## src/rtl/fp32_pkg.sv

```systemverilog
// Shared binary32 types, constants and classification helpers for the FP datapath units.
package fp32_pkg;

  typedef struct packed {
    logic       s;
    logic [7:0] e;
    logic [22:0] f;
  } fp32_t;

  typedef enum logic [2:0] {
    FP_ZERO,
    FP_SUB,
    FP_NORM,
    FP_INF,
    FP_NAN
  } fp_class_e;

  localparam logic [31:0] FP32_QNAN = 32'h7FC00000;
  localparam logic [31:0] FP32_PINF = 32'h7F800000;
  localparam logic [7:0]  EXP_MAX   = 8'hFF;

  function automatic fp_class_e fp_class(input fp32_t v);
    if (v.e == EXP_MAX) return (v.f != 23'd0) ? FP_NAN : FP_INF;
    if (v.e == 8'd0)    return (v.f != 23'd0) ? FP_SUB : FP_ZERO;
    return FP_NORM;
  endfunction

  // Subnormals share the scale of exponent 1, just without the hidden bit.
  function automatic logic [7:0] eff_exp(input logic [7:0] e);
    return (e == 8'd0) ? 8'd1 : e;
  endfunction

endpackage

```

## src/rtl/fp32_addsub_pipe_if.sv

```systemverilog
// Operand/result handshake bundle for the pipelined binary32 adder/subtractor.
interface fp32_addsub_pipe_if #(
  parameter int TAG_W = 4
);
  logic             in_valid;
  logic             in_ready;
  logic [31:0]      in_a;
  logic [31:0]      in_b;
  logic             in_sub;
  logic [TAG_W-1:0] in_tag;
  logic             out_valid;
  logic             out_ready;
  logic [31:0]      out_x;
  logic [TAG_W-1:0] out_tag;
  logic             out_ovf;
  logic             out_inv;
  logic             out_inx;

  modport master (
    output in_valid, in_a, in_b, in_sub, in_tag, out_ready,
    input  in_ready, out_valid, out_x, out_tag, out_ovf, out_inv, out_inx
  );

  modport slave (
    input  in_valid, in_a, in_b, in_sub, in_tag, out_ready,
    output in_ready, out_valid, out_x, out_tag, out_ovf, out_inv, out_inx
  );
endinterface

```

## src/rtl/fp32_norm_round.sv

```systemverilog
// Combinational normalise, round-to-nearest-even and pack of a 28-bit significand sum
// ({carry, hidden, 23 frac, G, R, S}) into binary32 with overflow/inexact flags.
module fp32_norm_round
  import fp32_pkg::*;
(
  input  logic        sign,
  input  logic [7:0]  exp,
  input  logic [27:0] sum,
  output logic [31:0] x,
  output logic        ovf,
  output logic        inx
);

  function automatic logic [4:0] lzc27(input logic [26:0] v);
    logic [4:0] n;
    logic       found;
    n     = 5'd27;
    found = 1'b0;
    for (int i = 26; i >= 0; i--) begin
      if (!found && v[i]) begin
        n     = 5'(26 - i);
        found = 1'b1;
      end
    end
    return n;
  endfunction

  function automatic logic rne_up(input logic lsb, input logic g, input logic r, input logic s);
    return g & (r | s | lsb);
  endfunction

  function automatic logic [31:0] sat_pack(input logic s, input logic [9:0] e, input logic hid,
                                           input logic [22:0] frac);
    if (e >= 10'd255) return {s, EXP_MAX, 23'd0};
    return {s, hid ? e[7:0] : 8'd0, frac};
  endfunction

  logic [4:0]  lz;
  logic [7:0]  room;
  logic [4:0]  shl;
  logic [26:0] m;
  logic [9:0]  e_n;
  logic [9:0]  e_r;
  logic [24:0] mr;
  logic        hid;
  logic [22:0] frac;

  always_comb begin
    lz   = lzc27(sum[26:0]);
    room = exp - 8'd1;
    // Left shift stops at exponent 1 so tiny results fall out as subnormals.
    shl  = (room < {3'd0, lz}) ? room[4:0] : lz;
    if (sum[27]) begin
      m   = {sum[27:2], sum[1] | sum[0]};
      e_n = {2'd0, exp} + 10'd1;
    end else begin
      m   = sum[26:0] << shl;
      e_n = {2'd0, exp} - {5'd0, shl};
    end
    mr = {1'b0, m[26:3]} + {24'd0, rne_up(m[3], m[2], m[1], m[0])};
    if (mr[24]) begin
      hid  = 1'b1;
      frac = mr[23:1];
      e_r  = e_n + 10'd1;
    end else begin
      hid  = mr[23];
      frac = mr[22:0];
      e_r  = e_n;
    end
    ovf = (e_r >= 10'd255);
    inx = (|m[2:0]) | ovf;
    x   = sat_pack(sign, e_r, hid, frac);
  end

endmodule

```

## src/rtl/fp32_addsub_pipe.sv

```systemverilog
// Three-stage binary32 add/subtract (align / add / normalise+round) with a global
// stall: every stage holds while the result register is valid and not accepted.
module fp32_addsub_pipe
  import fp32_pkg::*;
#(
  parameter int TAG_W  = 4,
  parameter int STAGES = 3
) (
  input logic               clk,
  input logic               rst_n,
  fp32_addsub_pipe_if.slave bus
);

  if (STAGES != 3) begin : g_stages_check
    $error("fp32_addsub_pipe: STAGES must be 3");
  end

  function automatic logic [26:0] align_sticky(input logic [23:0] m, input logic [4:0] sh);
    logic [49:0] ext;
    ext = {m, 26'd0} >> sh;
    return {ext[49:24], |ext[23:0]};
  endfunction

  logic stall;
  logic vld_p1, vld_p2, vld_p3;

  assign stall        = vld_p3 && !bus.out_ready;
  assign bus.in_ready = !stall;

  fp32_t       a, b;
  fp_class_e   ca, cb;
  logic        a_big, s_big;
  logic [7:0]  e_big, e_sml, e_diff;
  logic [23:0] m_big, m_sml;
  logic [26:0] aligned;
  logic        spec;
  logic [31:0] spec_x;
  logic        spec_inv;

  always_comb begin
    a      = bus.in_a;
    b      = bus.in_b;
    b.s    = bus.in_b[31] ^ bus.in_sub;
    ca     = fp_class(a);
    cb     = fp_class(b);
    a_big  = (a[30:0] >= b[30:0]);
    s_big  = a_big ? a.s : b.s;
    e_big  = eff_exp(a_big ? a.e : b.e);
    e_sml  = eff_exp(a_big ? b.e : a.e);
    m_big  = a_big ? {a.e != 8'd0, a.f} : {b.e != 8'd0, b.f};
    m_sml  = a_big ? {b.e != 8'd0, b.f} : {a.e != 8'd0, a.f};
    e_diff = e_big - e_sml;
    aligned = align_sticky(m_sml, (e_diff > 8'd26) ? 5'd26 : e_diff[4:0]);
    spec     = 1'b1;
    spec_x   = FP32_QNAN;
    spec_inv = 1'b1;
    if (ca == FP_NAN || cb == FP_NAN) begin
      spec_inv = 1'b1;
    end else if (ca == FP_INF && cb == FP_INF && a.s != b.s) begin
      spec_inv = 1'b1;
    end else if (ca == FP_INF) begin
      spec_x   = a;
      spec_inv = 1'b0;
    end else if (cb == FP_INF) begin
      spec_x   = b;
      spec_inv = 1'b0;
    end else begin
      spec     = 1'b0;
      spec_inv = 1'b0;
    end
  end

  // ---- stage 1: aligned operands ----
  logic [TAG_W-1:0] tag_p1;
  logic             s_p1, sub_p1, spec_p1, spec_inv_p1;
  logic [7:0]       e_p1;
  logic [23:0]      mb_p1;
  logic [26:0]      ms_p1;
  logic [31:0]      spec_x_p1;

  always_ff @(posedge clk) begin
    if (!stall) begin
      tag_p1      <= bus.in_tag;
      s_p1        <= s_big;
      sub_p1      <= a.s ^ b.s;
      e_p1        <= e_big;
      mb_p1       <= m_big;
      ms_p1       <= aligned;
      spec_p1     <= spec;
      spec_x_p1   <= spec_x;
      spec_inv_p1 <= spec_inv;
    end
  end

  // ---- stage 2: significand sum ----
  logic [TAG_W-1:0] tag_p2;
  logic             s_p2, sub_p2, spec_p2, spec_inv_p2;
  logic [7:0]       e_p2;
  logic [27:0]      sum_p2;
  logic [31:0]      spec_x_p2;

  always_ff @(posedge clk) begin
    if (!stall) begin
      tag_p2      <= tag_p1;
      s_p2        <= s_p1;
      sub_p2      <= sub_p1;
      e_p2        <= e_p1;
      sum_p2      <= sub_p1 ? ({1'b0, mb_p1, 3'd0} - {1'b0, ms_p1})
                            : ({1'b0, mb_p1, 3'd0} + {1'b0, ms_p1});
      spec_p2     <= spec_p1;
      spec_x_p2   <= spec_x_p1;
      spec_inv_p2 <= spec_inv_p1;
    end
  end

  always_ff @(posedge clk or negedge rst_n) begin
    if (!rst_n) begin
      vld_p1 <= 1'b0;
      vld_p2 <= 1'b0;
    end else if (!stall) begin
      vld_p1 <= bus.in_valid;
      vld_p2 <= vld_p1;
    end
  end

  logic        nr_sign, nr_ovf, nr_inx;
  logic [31:0] nr_x;

  // Exact cancellation always returns +0; only a true add of two zeros keeps their sign.
  assign nr_sign = (sum_p2 == 28'd0 && sub_p2) ? 1'b0 : s_p2;

  fp32_norm_round u_norm_round (
    .sign (nr_sign),
    .exp  (e_p2),
    .sum  (sum_p2),
    .x    (nr_x),
    .ovf  (nr_ovf),
    .inx  (nr_inx)
  );

  // ---- stage 3: packed result ----
  logic [31:0]      x_p3;
  logic [TAG_W-1:0] tag_p3;
  logic             ovf_p3, inv_p3, inx_p3;

  always_ff @(posedge clk or negedge rst_n) begin
    if (!rst_n) begin
      vld_p3 <= 1'b0;
      x_p3   <= 32'd0;
      tag_p3 <= '0;
      ovf_p3 <= 1'b0;
      inv_p3 <= 1'b0;
      inx_p3 <= 1'b0;
    end else if (!stall) begin
      vld_p3 <= vld_p2;
      x_p3   <= spec_p2 ? spec_x_p2 : nr_x;
      tag_p3 <= tag_p2;
      ovf_p3 <= !spec_p2 && nr_ovf;
      inv_p3 <= spec_p2 && spec_inv_p2;
      inx_p3 <= !spec_p2 && nr_inx;
    end
  end

  assign bus.out_valid = vld_p3;
  assign bus.out_x     = x_p3;
  assign bus.out_tag   = tag_p3;
  assign bus.out_ovf   = ovf_p3;
  assign bus.out_inv   = inv_p3;
  assign bus.out_inx   = inx_p3;

endmodule

```

## src/flat_wrapper.sv

```systemverilog
// flat-port wrapper written by rule: the top's interface ports become plain ports
module fp32_addsub_pipe_flat import fp32_pkg::*;
#(
  parameter int TAG_W  = 4,
  parameter int STAGES = 3
)
  (clk, rst_n, bus_in_valid, bus_in_a, bus_in_b, bus_in_sub, bus_in_tag, bus_out_ready, bus_in_ready, bus_out_valid, bus_out_x, bus_out_tag, bus_out_ovf, bus_out_inv, bus_out_inx);
  fp32_addsub_pipe_if #(.TAG_W(TAG_W)) bus_i ();
  input logic clk;
  input logic rst_n;
  input wire logic [$bits(bus_i.in_valid)-1:0] bus_in_valid;
  input wire logic [$bits(bus_i.in_a)-1:0] bus_in_a;
  input wire logic [$bits(bus_i.in_b)-1:0] bus_in_b;
  input wire logic [$bits(bus_i.in_sub)-1:0] bus_in_sub;
  input wire logic [$bits(bus_i.in_tag)-1:0] bus_in_tag;
  input wire logic [$bits(bus_i.out_ready)-1:0] bus_out_ready;
  output wire logic [$bits(bus_i.in_ready)-1:0] bus_in_ready;
  output wire logic [$bits(bus_i.out_valid)-1:0] bus_out_valid;
  output wire logic [$bits(bus_i.out_x)-1:0] bus_out_x;
  output wire logic [$bits(bus_i.out_tag)-1:0] bus_out_tag;
  output wire logic [$bits(bus_i.out_ovf)-1:0] bus_out_ovf;
  output wire logic [$bits(bus_i.out_inv)-1:0] bus_out_inv;
  output wire logic [$bits(bus_i.out_inx)-1:0] bus_out_inx;
  assign bus_i.in_valid = bus_in_valid;
  assign bus_i.in_a = bus_in_a;
  assign bus_i.in_b = bus_in_b;
  assign bus_i.in_sub = bus_in_sub;
  assign bus_i.in_tag = bus_in_tag;
  assign bus_i.out_ready = bus_out_ready;
  assign bus_in_ready = bus_i.in_ready;
  assign bus_out_valid = bus_i.out_valid;
  assign bus_out_x = bus_i.out_x;
  assign bus_out_tag = bus_i.out_tag;
  assign bus_out_ovf = bus_i.out_ovf;
  assign bus_out_inv = bus_i.out_inv;
  assign bus_out_inx = bus_i.out_inx;
  fp32_addsub_pipe #(.TAG_W(TAG_W), .STAGES(STAGES)) u_core (.clk(clk), .rst_n(rst_n), .bus(bus_i));
endmodule
```

## config.mk

```make
export PLATFORM = sky130hd
export DESIGN_NAME = fp32_addsub_pipe_flat
export DESIGN_NICKNAME = d
export VERILOG_FILES = /design/src/rtl/fp32_pkg.sv /design/src/rtl/fp32_addsub_pipe_if.sv /design/src/rtl/fp32_norm_round.sv /design/src/rtl/fp32_addsub_pipe.sv /design/src/flat_wrapper.sv
export SDC_FILE = /design/constraint.sdc
export NUM_CORES = 1
export LEC_CHECK = 0
export BUFFER_PORTS_ARGS = -buffer_cell sky130_fd_sc_hd__clkbuf_2
export CORE_ASPECT_RATIO = 2
export CORE_MARGIN = 2
export CORE_UTILIZATION = 65
export DETAILED_ROUTE_END_ITERATION = 8
export PLACE_DENSITY_LB_ADDON = 0.25
export SKIP_LAST_GASP = 1
export SYNTH_ARGS = -nofsm -noshare
export SYNTH_HDL_FRONTEND = slang
export SYNTH_HIERARCHICAL = 1
export SYNTH_SLANG_ARGS = --single-unit
```

## constraint.sdc

```tcl
create_clock -name clk -period 16.56 [get_ports clk]
set_input_delay 2.484 -clock clk [delete_from_list [all_inputs] [get_ports clk]]
set_output_delay 2.484 -clock clk [all_outputs]
set_load 0.01 [all_outputs]
```

==> flow_metrics.py, run 1 <==
metrics = {
    "global_route": {
        "grt_pass1_wl_mm": 115,
        "grt_pass1_vias": 19600,
        "grt-ovfl-total": 7,
        "grt_start_max_net_pins": 77,
        "grtUsageTotal_pct": 52.6,
    },
    "die": {
        "boundaryPins": 114,
        "start_util_pct": 66.0,
        "die_h_um": 240,
        "row_count": 86,
        "die_w_um": 122,
    },
    "place": {
        "portBuffers": 113,
        "dp_hpwl_mm": 53.3,
        "gp_congestion": 1.17,
    },
    "synthesis": {
        "syn_area_um2": 18200,
        "synthArstFlopShare_pct": 19.4,
        "synth_top_area_share_pct": 28.9,
        "netlist_instances": 2065,
        "ys_types": 112,
        "syn_avg_cell_area_um2": 8.80,
        "yosysTopAreaCell": "edfxtp_1",
        "synth_area_leaders": "edfxtp_1, ha_1, dfrtp_1",
        "ys.flop_type": "edfxtp_1",
        "synth-seq-cells": 217,
        "synth_edf_count": 175,
        "synth-seq-area-share_pct": 34.7,
        "yosysWarnings": 6,
    },
    "status": {
        "status": "aborted with a tool error",
        "tool.error": "[ERROR GRT-0116] Global routing finished with congestion. Check the congestion regions in the DRC Viewer.",
        "lastStage": "global routing (5_1_grt)",
    },
    "cts": {
        "cts-hold-fix-buffers": 0,
        "cts.sinks": 217,
        "root_buffer": "clkbuf_16",
        "cts_buffers": 20,
        "cts_resized": 0,
        "post_cts_buffers": 0,
        "htree_levels": 1,
        "clock_path_buffers": 3,
    },
}
[kinds of logic after synthesis]
group / Yosys count / share of synthesized area, %
AO/OA/AOI/OAI: 651 / 24.1
flip-flops: 217 / 34.7
multiplexers: 104 / 6.35
XOR/XNOR: 70 / 3.42
AND/OR/NAND/NOR: 687 / 18.8
buffers and inverters: 230 / 5.34
other: 2 / 0.0413
adder cells (fa/ha/maj): 104 / 7.24
[per-stage QoR]
| step | instance area [µm²] | hold slack, ns | instances | setup WS, ns |
|---|---|---|---|---|
| after floorplan | 18300 | 0.400 | 2093 | 7.85 |
| after CTS | 19700 | 0.417 | 2505 | 6.04 |
| after detailed placement | 19000 | 0.405 | 2469 | 5.50 |
| after global placement | 19000 | 0.400 | 2468 | 5.44 |
[cell usage after synthesis (10+ instances only)]
library cell,n
o21ai_0,170
a211oi_1,39
o21ai_1,19
nor4_1,41
mux2i_1,70
o221ai_1,22
nor2_1,131
nand2b_1,19
edfxtp_1,175
a31oi_1,17
nand3_1,80
o211ai_1,35
o32ai_1,11
mux2_2,25
clkbuf_1,66
and2_1,23
buf_2,28
a21o_1,17
a32oi_1,10
nor3_1,53
nand2_1,221
dfrtp_1,42
a22oi_1,14
xnor2_1,46
o22ai_1,24
and3_1,22
ha_1,98
a21oi_1,136
nor2b_1,11
inv_1,109
o211a_1,11
xor2_1,23
nand4_1,23
[metal layers]
metal	GRT overflow	global-route usage [%]
met1	0	45.3
met2	2	82.9
met3	1	22.3
met4	4	60.5
met5	0	2.50
==> inputs of run 2 (changes only) <==
- CORE_ASPECT_RATIO: 2 -> not set
- CORE_UTILIZATION: 65 -> 40
- PLACE_DENSITY_LB_ADDON: 0.25 -> 0.15
==> run 2 against run 1 <==
Compared with the run above:
- the run now ends clean
- synthesized cell count unchanged
- area after synthesis unchanged
==> flow_metrics.py, run 2 <==
metrics = {
    "sta": {
        "min_period_ns": 10.18,
        "slew_headroom_pct": 27.5,
        "setup-tns-final_ns": 0,
        "holdWs_ns": 0.415,
        "drv_slew": 0,
        "rsz0062_at_grt": "false",
        "fmax_ghz": 0.0983,
        "setup_viol": 0,
        "tightest_slew_ns": 1.09,
        "hold_viol": 0,
        "fin_crit_sh_pct": 61.5,
        "fin_skew_ns": 0.0159,
    },
    "setup_path": {
        "reg2reg_slack_ns": 7.69,
        "start_kind": "input pin",
        "cp.arrival_ns": 10.57,
        "critPathRequiredTime_ns": 16.95,
        "crit_path_max_fanout": 49,
        "cp-end-kind": "flop",
        "crit_type": "in2reg",
    },
    "global_route": {
        "grtUsageTotal_pct": 25.4,
        "grt_start_max_net_pins": 78,
        "antenna_found_initial": 1,
        "grt-ovfl-total": 0,
        "grt_pass1_wl_mm": 94.6,
        "grt_pass1_vias": 16300,
    },
    "finish": {
        "final_common_cell": "nand2_1",
        "drive_above_1_share_pct": 12.8,
        "syn_to_final_growth_pct": 10.7,
        "seqCellArea_um2": 6310,
        "layout_common_cells": "nand2_1, edfxtp_1, o21ai_0",
        "fillers": 4486,
        "layout.nets": 2312,
        "multiInputGateArea_um2": 11000,
    },
    "synthesis": {
        "ys.flop_type": "edfxtp_1",
        "synth-seq-area-share_pct": 34.7,
        "synthArstFlopShare_pct": 19.4,
        "synth-seq-cells": 217,
        "netlist_instances": 2065,
        "yosys.cell_count.top_type": "nand2_1",
        "yosysWarnings": 6,
        "syn_area_um2": 18200,
        "synth_edf_count": 175,
        "yosysTopAreaCell": "edfxtp_1",
        "synth_top_area_share_pct": 28.9,
        "yosys-top-cells-count": "nand2_1, edfxtp_1, o21ai_0",
        "ys_types": 112,
        "synth_area_leaders": "edfxtp_1, ha_1, dfrtp_1",
        "syn_avg_cell_area_um2": 8.80,
    },
    "detailed_routing": {
        "dr_wl_met3_mm": 5.03,
        "wl_per_cell_um": 22.1,
        "firstDrtPassIters": 6,
        "top_layer_used": "met4",
        "drtIter0Drc": 2110,
        "num_vias": 17000,
        "detail-route-antenna-nets": 0,
        "wl_mm": 61.0,
        "wl_met2_mm": 26.6,
        "detail_route.vias_per_cell": 6.17,
        "met1_length_mm": 27.4,
        "drc": 0,
    },
    "pwr": {
        "p_per_area_nw_per_um2": 180,
        "p_leak_uw": 0.00794,
        "ir_drop_mv": 0.0829,
    },
    "cts": {
        "htree_levels": 1,
        "clk_latency_ns": 0.54,
        "post_cts_buffers": 0,
        "cts_resized": 0,
        "root_buffer": "clkbuf_16",
        "cts_buffers": 25,
        "cts-hold-fix-buffers": 0,
        "cts_tree": "built",
        "clock_path_buffers": 3,
        "cts.reportedPaths.clkPinSlew_ns": 0.06,
        "cts.sinks": 217,
    },
    "die": {
        "die_area_um2": 47200,
        "core-area_um2": 45100,
        "boundaryPins": 114,
        "die_h_um": 217,
        "start_util_pct": 40.3,
        "die_w_um": 217,
        "row_count": 78,
    },
    "place": {
        "portBuffers": 113,
        "gp_congestion": 0.977,
        "dp_hpwl_mm": 45.4,
    },
    "job": {
        "maxCapViolations": 0,
    },
    "status": {
        "status": "finished, final reports clean",
    },
    "worst_hold_path": {
        "hp-class": "reg2reg",
    },
}
[run 2: cell counts after synthesis]
Identical to the previous run, type by type.
[run 2: kinds of logic (layout without fill, tap and decap cells)]
family | count (synthesis) | in the layout | synth area share [%]
XOR/XNOR | 70 | 70 | 3.42
buffers and inverters | 230 | 292 | 5.34
adder cells (fa/ha/maj) | 104 | 104 | 7.24
flip-flops | 217 | 217 | 34.7
multiplexers | 104 | 104 | 6.35
other | 2 | 31 | 0.0413
AND/OR/NAND/NOR | 687 | 687 | 18.8
AO/OA/AOI/OAI | 651 | 651 | 24.1
[run 2: stage by stage]
stage / setup slack, ns / instances / power (µW) / instance area [µm²] / util (%)
after CTS: 6.59 / 2755 / 3600 / 20100 / 44.6
after global placement: 6.16 / 2711 / 3020 / 19300 / 42.7
after global routing: 5.97 / 2755 / 3860 / 20100 / 44.6
after floorplan: 7.85 / 2093 / 2370 / 18300 / -
after detailed placement: 6.04 / 2711 / 3020 / 19300 / 42.7
final: 6.38 / 2756 / 3620 / 20100 / 44.6
[run 2: path summary, 6_finish.rpt]
| check | start | cells past startpoint | end |
|---|---|---|---|
| max | bus_in_b[27] | 26 | u_core/ms_p1[0]$_DFFE_PN_ |
| min | u_core/spec_x_p1[1]$_SDFFCE_PP0N_ | 0 | u_core/spec_x_p2[1]$_DFFE_PN_ |
| max reg2reg | u_core/sum_p2[9]$_DFFE_PN_ | 22 | u_core/bus.out_x[16]$_DFFE_PN0N_ |
| min reg2reg | u_core/spec_x_p1[1]$_SDFFCE_PP0N_ | 0 | u_core/spec_x_p2[1]$_DFFE_PN_ |
| max in group asynchronous | rst_n | 1 | u_core/bus.out_x[31]$_DFFE_PN0N_ |
| min in group asynchronous | rst_n | 1 | u_core/bus.out_x[4]$_DFFE_PN0N_ |
[run 2: routing by layer]
| metal | vias to the layer above | global-route usage [%] |
|---|---|---|
| met5 | - | 0 |
| met4 | 0 | 8.40 |
| met3 | 124 | 4.65 |
| met2 | 797 | 39.3 |
| met1 | 8153 | 35.8 |
| li1 | 7941 | - |
[run 2: critical path, stage by stage]
cell and delay (ns):
clkbuf_2 0.14, inv_1 0.11, ha_1 0.30, nand2_1 0.12
nor4_1 0.79, o211ai_1 0.18, a21oi_1 0.46, or3_2 0.43
o21ai_0 0.22, nor4_1 0.31, nor4b_1 0.34, nor2b_1 0.13
ha_1 0.24, fa_1 0.48, buf_4 0.43, o21ai_0 0.18
and3_1 0.31, a21oi_4 0.50, nand2_2 0.58, o211a_1 0.41
o32ai_1 0.49, o22a_1 0.23, o211ai_1 0.12, and4b_1 0.23
and4b_1 0.19, o21ai_1 0.11
[run 2: layout make-up]
type	count	share of cell area [%]
clock inverter	11	0.746
multi-input combinational	1646	54.9
tap	600	3.73
clock buffer	33	3.46
antenna	1	0.0124
sequential	217	31.3
inverter	112	2.11
timing repair buffer	136	3.67
[run 2: where the power goes]
group,internal (µW),switching (µW)
Clock,344,219
Sequential,789,190
Combinational,740,1340
Power figures use the tool's default switching activity.
==> inputs of run 3 (changes only) <==
- clock period: 16.56 -> 9.2 ns (I/O delays scaled with it)
==> run 3 against run 2 <==
Compared with the run above:
- power rose by 84%
- wire length is 3.3% higher
- combinational power increased by 87%
- first-iteration DRC count decreased by 6.5%
- critical path type is now reg2reg
==> flow_metrics.py, run 3 (synthesis results as in run 2) <==
metrics = {
    "setup_path": {
        "critPathRequiredTime_ns": 9.67,
        "reg2reg_slack_ns": 0.88,
        "rr_worst_depth": 24,
        "critPathMaxStageDelay_ns": 0.81,
        "r2r_end": "u_core/bus.out_x[21]$_DFFE_PN0N_",
        "crit_end": "u_core/bus.out_x[21]$_DFFE_PN0N_",
        "start_kind": "flop",
        "crit_type": "reg2reg",
        "crit_chain": "nor4_1 -> a21oi_1 -> o311ai_0 -> nand2_1 -> ha_1 -> nand3_1 -> nor3b_1 -> and2_1 -> a21o_1 -> mux2i_4 -> buf_4 -> mux4_2 -> a22oi_1 -> o21ai_0 -> nor4_2 -> nand3_1 -> buf_4 -> nor4_4 -> mux2i_1 -> buf_4 -> buf_4 -> nor4_1 -> mux2i_1 -> o21ai_0",
        "cp.arrival_ns": 8.79,
        "crit_path_max_fanout": 26,
        "cp-end-kind": "flop",
        "crit_start": "u_core/sum_p2[9]$_DFFE_PN_",
        "rr_startpoint": "u_core/sum_p2[9]$_DFFE_PN_",
        "slowest_stage": "nor4_1",
        "path_common_cell": "buf_4",
    },
    "global_route": {
        "grt_pass1_wl_mm": 96.9,
        "grt_util_met3_pct": 4.04,
        "antenna_found_initial": 1,
        "grt.busiest_layer": "met2",
        "grt-ovfl-total": 0,
        "use_met2_pct": 38.7,
        "grt_pass1_vias": 16300,
        "grt_start_max_net_pins": 83,
        "grtUsageTotal_pct": 26.0,
        "grtUsageMet1_pct": 38.2,
    },
    "sta": {
        "setup-tns-final_ns": 0,
        "setup_viol": 0,
        "drv_slew": 0,
        "fmax_ghz": 0.120,
        "hold_viol": 0,
        "tightest_slew_ns": 1.21,
        "slew_headroom_pct": 18.0,
        "fin_skew_ns": 0.0246,
        "rsz0062_at_grt": "false",
        "fin_crit_sh_pct": 90.4,
        "min_period_ns": 8.32,
    },
    "detailed_routing": {
        "detail-route-antenna-nets": 0,
        "firstDrtPassIters": 7,
        "drtIter0Drc": 1972,
        "wl_mm": 63.0,
        "num_vias": 17300,
        "detail_route.vias_per_cell": 6.16,
        "wl_per_cell_um": 22.5,
        "drc": 0,
    },
    "cts": {
        "cts_resized": 0,
        "post_cts_buffers": 0,
        "clk_latency_ns": 0.55,
        "cts_tree": "built",
        "cts_buffers": 25,
        "root_buffer": "clkbuf_16",
        "cts.sinks": 217,
        "cts.reportedPaths.clkPinSlew_ns": 0.06,
        "htree_levels": 1,
        "clock_path_buffers": 3,
        "cts-hold-fix-buffers": 0,
    },
    "die": {
        "core-area_um2": 45100,
        "die_h_um": 217,
        "boundaryPins": 114,
        "row_count": 78,
        "die_w_um": 217,
        "die_area_um2": 47200,
        "start_util_pct": 40.3,
    },
    "finish": {
        "drive_above_1_share_pct": 14.4,
        "syn_to_final_growth_pct": 12.6,
        "layout.nets": 2357,
        "final_common_cell": "nand2_1",
        "layout_common_cells": "nand2_1, edfxtp_1, o21ai_0",
    },
    "worst_hold_path": {
        "hp-class": "reg2reg",
    },
    "place": {
        "dp_hpwl_mm": 47.5,
        "gp_congestion": 0.978,
        "portBuffers": 113,
    },
    "pwr": {
        "p_leak_uw": 0.00816,
        "ir_drop_mv": 0.193,
        "p_per_area_nw_per_um2": 326,
        "power_uw": 6670,
    },
    "status": {
        "status": "finished, final reports clean",
    },
    "job": {
        "maxCapViolations": 0,
    },
}
[run 3: changes by cell type in the layout (fill, tap and decap cells not counted), sizes merged]
cell      previous run  this run
bufinv               3         5
clkinv               5         4
buf                 23        68
clkinvlp             0         1
clkbuf             146       145
[run 3: metrics by stage]
step           setup WS [ns]  instances  hold WS, ns  util [%]  instance area (µm²)
2_1_floorplan           1.65       2093        0.400         -                18300
6_report               0.882       2802        0.417      45.4                20500
3_5_place_dp           0.694       2756        0.405      43.5                19600
3_3_place_gp           0.734       2756        0.400      43.5                19600
5_1_grt                0.463       2802        0.422      45.4                20500
4_1_cts                 1.15       2801        0.419      45.4                20500
[run 3: final cells by class]
class | count | area, µm²
fill | 4479 | 24600
multi-input combinational | 1646 | 11000
sequential | 217 | 6310
timing repair buffer | 181 | 1080
tap | 600 | 751
clock buffer | 32 | 652
inverter | 112 | 425
clock inverter | 13 | 216
antenna | 1 | 2.50
[run 3: report_power, final]
group          total (µW)  switching (µW)  internal, µW
Sequential           1730             314          1420
Combinational        3890            2480          1410
Clock                1050             398           647
Total                6670            3190          3480
[run 3: worst max-delay path, delay by kind of cell (launching register included)]
kind | cells | cell delay [ns]
and+or+nand+nor | 9 | 3.36
AOI/OAI and AO/OA | 6 | 1.81
muxes | 4 | 1.18
buffers and inverters | 4 | 0.86
DFF | 1 | 0.62
adders and majority gates | 1 | 0.38
[run 3: worst min-delay path by stage]
| stage | end | start | depth (start not counted) |
|---|---|---|---|
| after global routing | u_core/spec_x_p2[14]$_DFFE_PN_ | u_core/spec_x_p1[14]$_SDFFCE_PP0N_ | 0 |
| after global placement | u_core/spec_x_p2[5]$_DFFE_PN_ | u_core/spec_x_p1[5]$_SDFFCE_PP0N_ | 0 |
| final | u_core/spec_x_p2[14]$_DFFE_PN_ | u_core/spec_x_p1[14]$_SDFFCE_PP0N_ | 0 |
| after floorplan | u_core/e_p2[0]$_DFFE_PN_ | u_core/e_p1[0]$_DFFE_PN_ | 0 |
| after CTS | u_core/spec_x_p2[18]$_DFFE_PN_ | u_core/spec_x_p1[18]$_SDFFCE_PP0N_ | 0 |
| after detailed placement | u_core/spec_x_p2[4]$_DFFE_PN_ | u_core/spec_x_p1[4]$_SDFFCE_PP0N_ | 0 |
[run 3: metal layers]
metal | vias up | wire length [µm]
li1 | 8033 | -
met1 | 8245 | 29300
met2 | 838 | 26700
met3 | 158 | 4780
met4 | 0 | 2150
met5 | - | 0
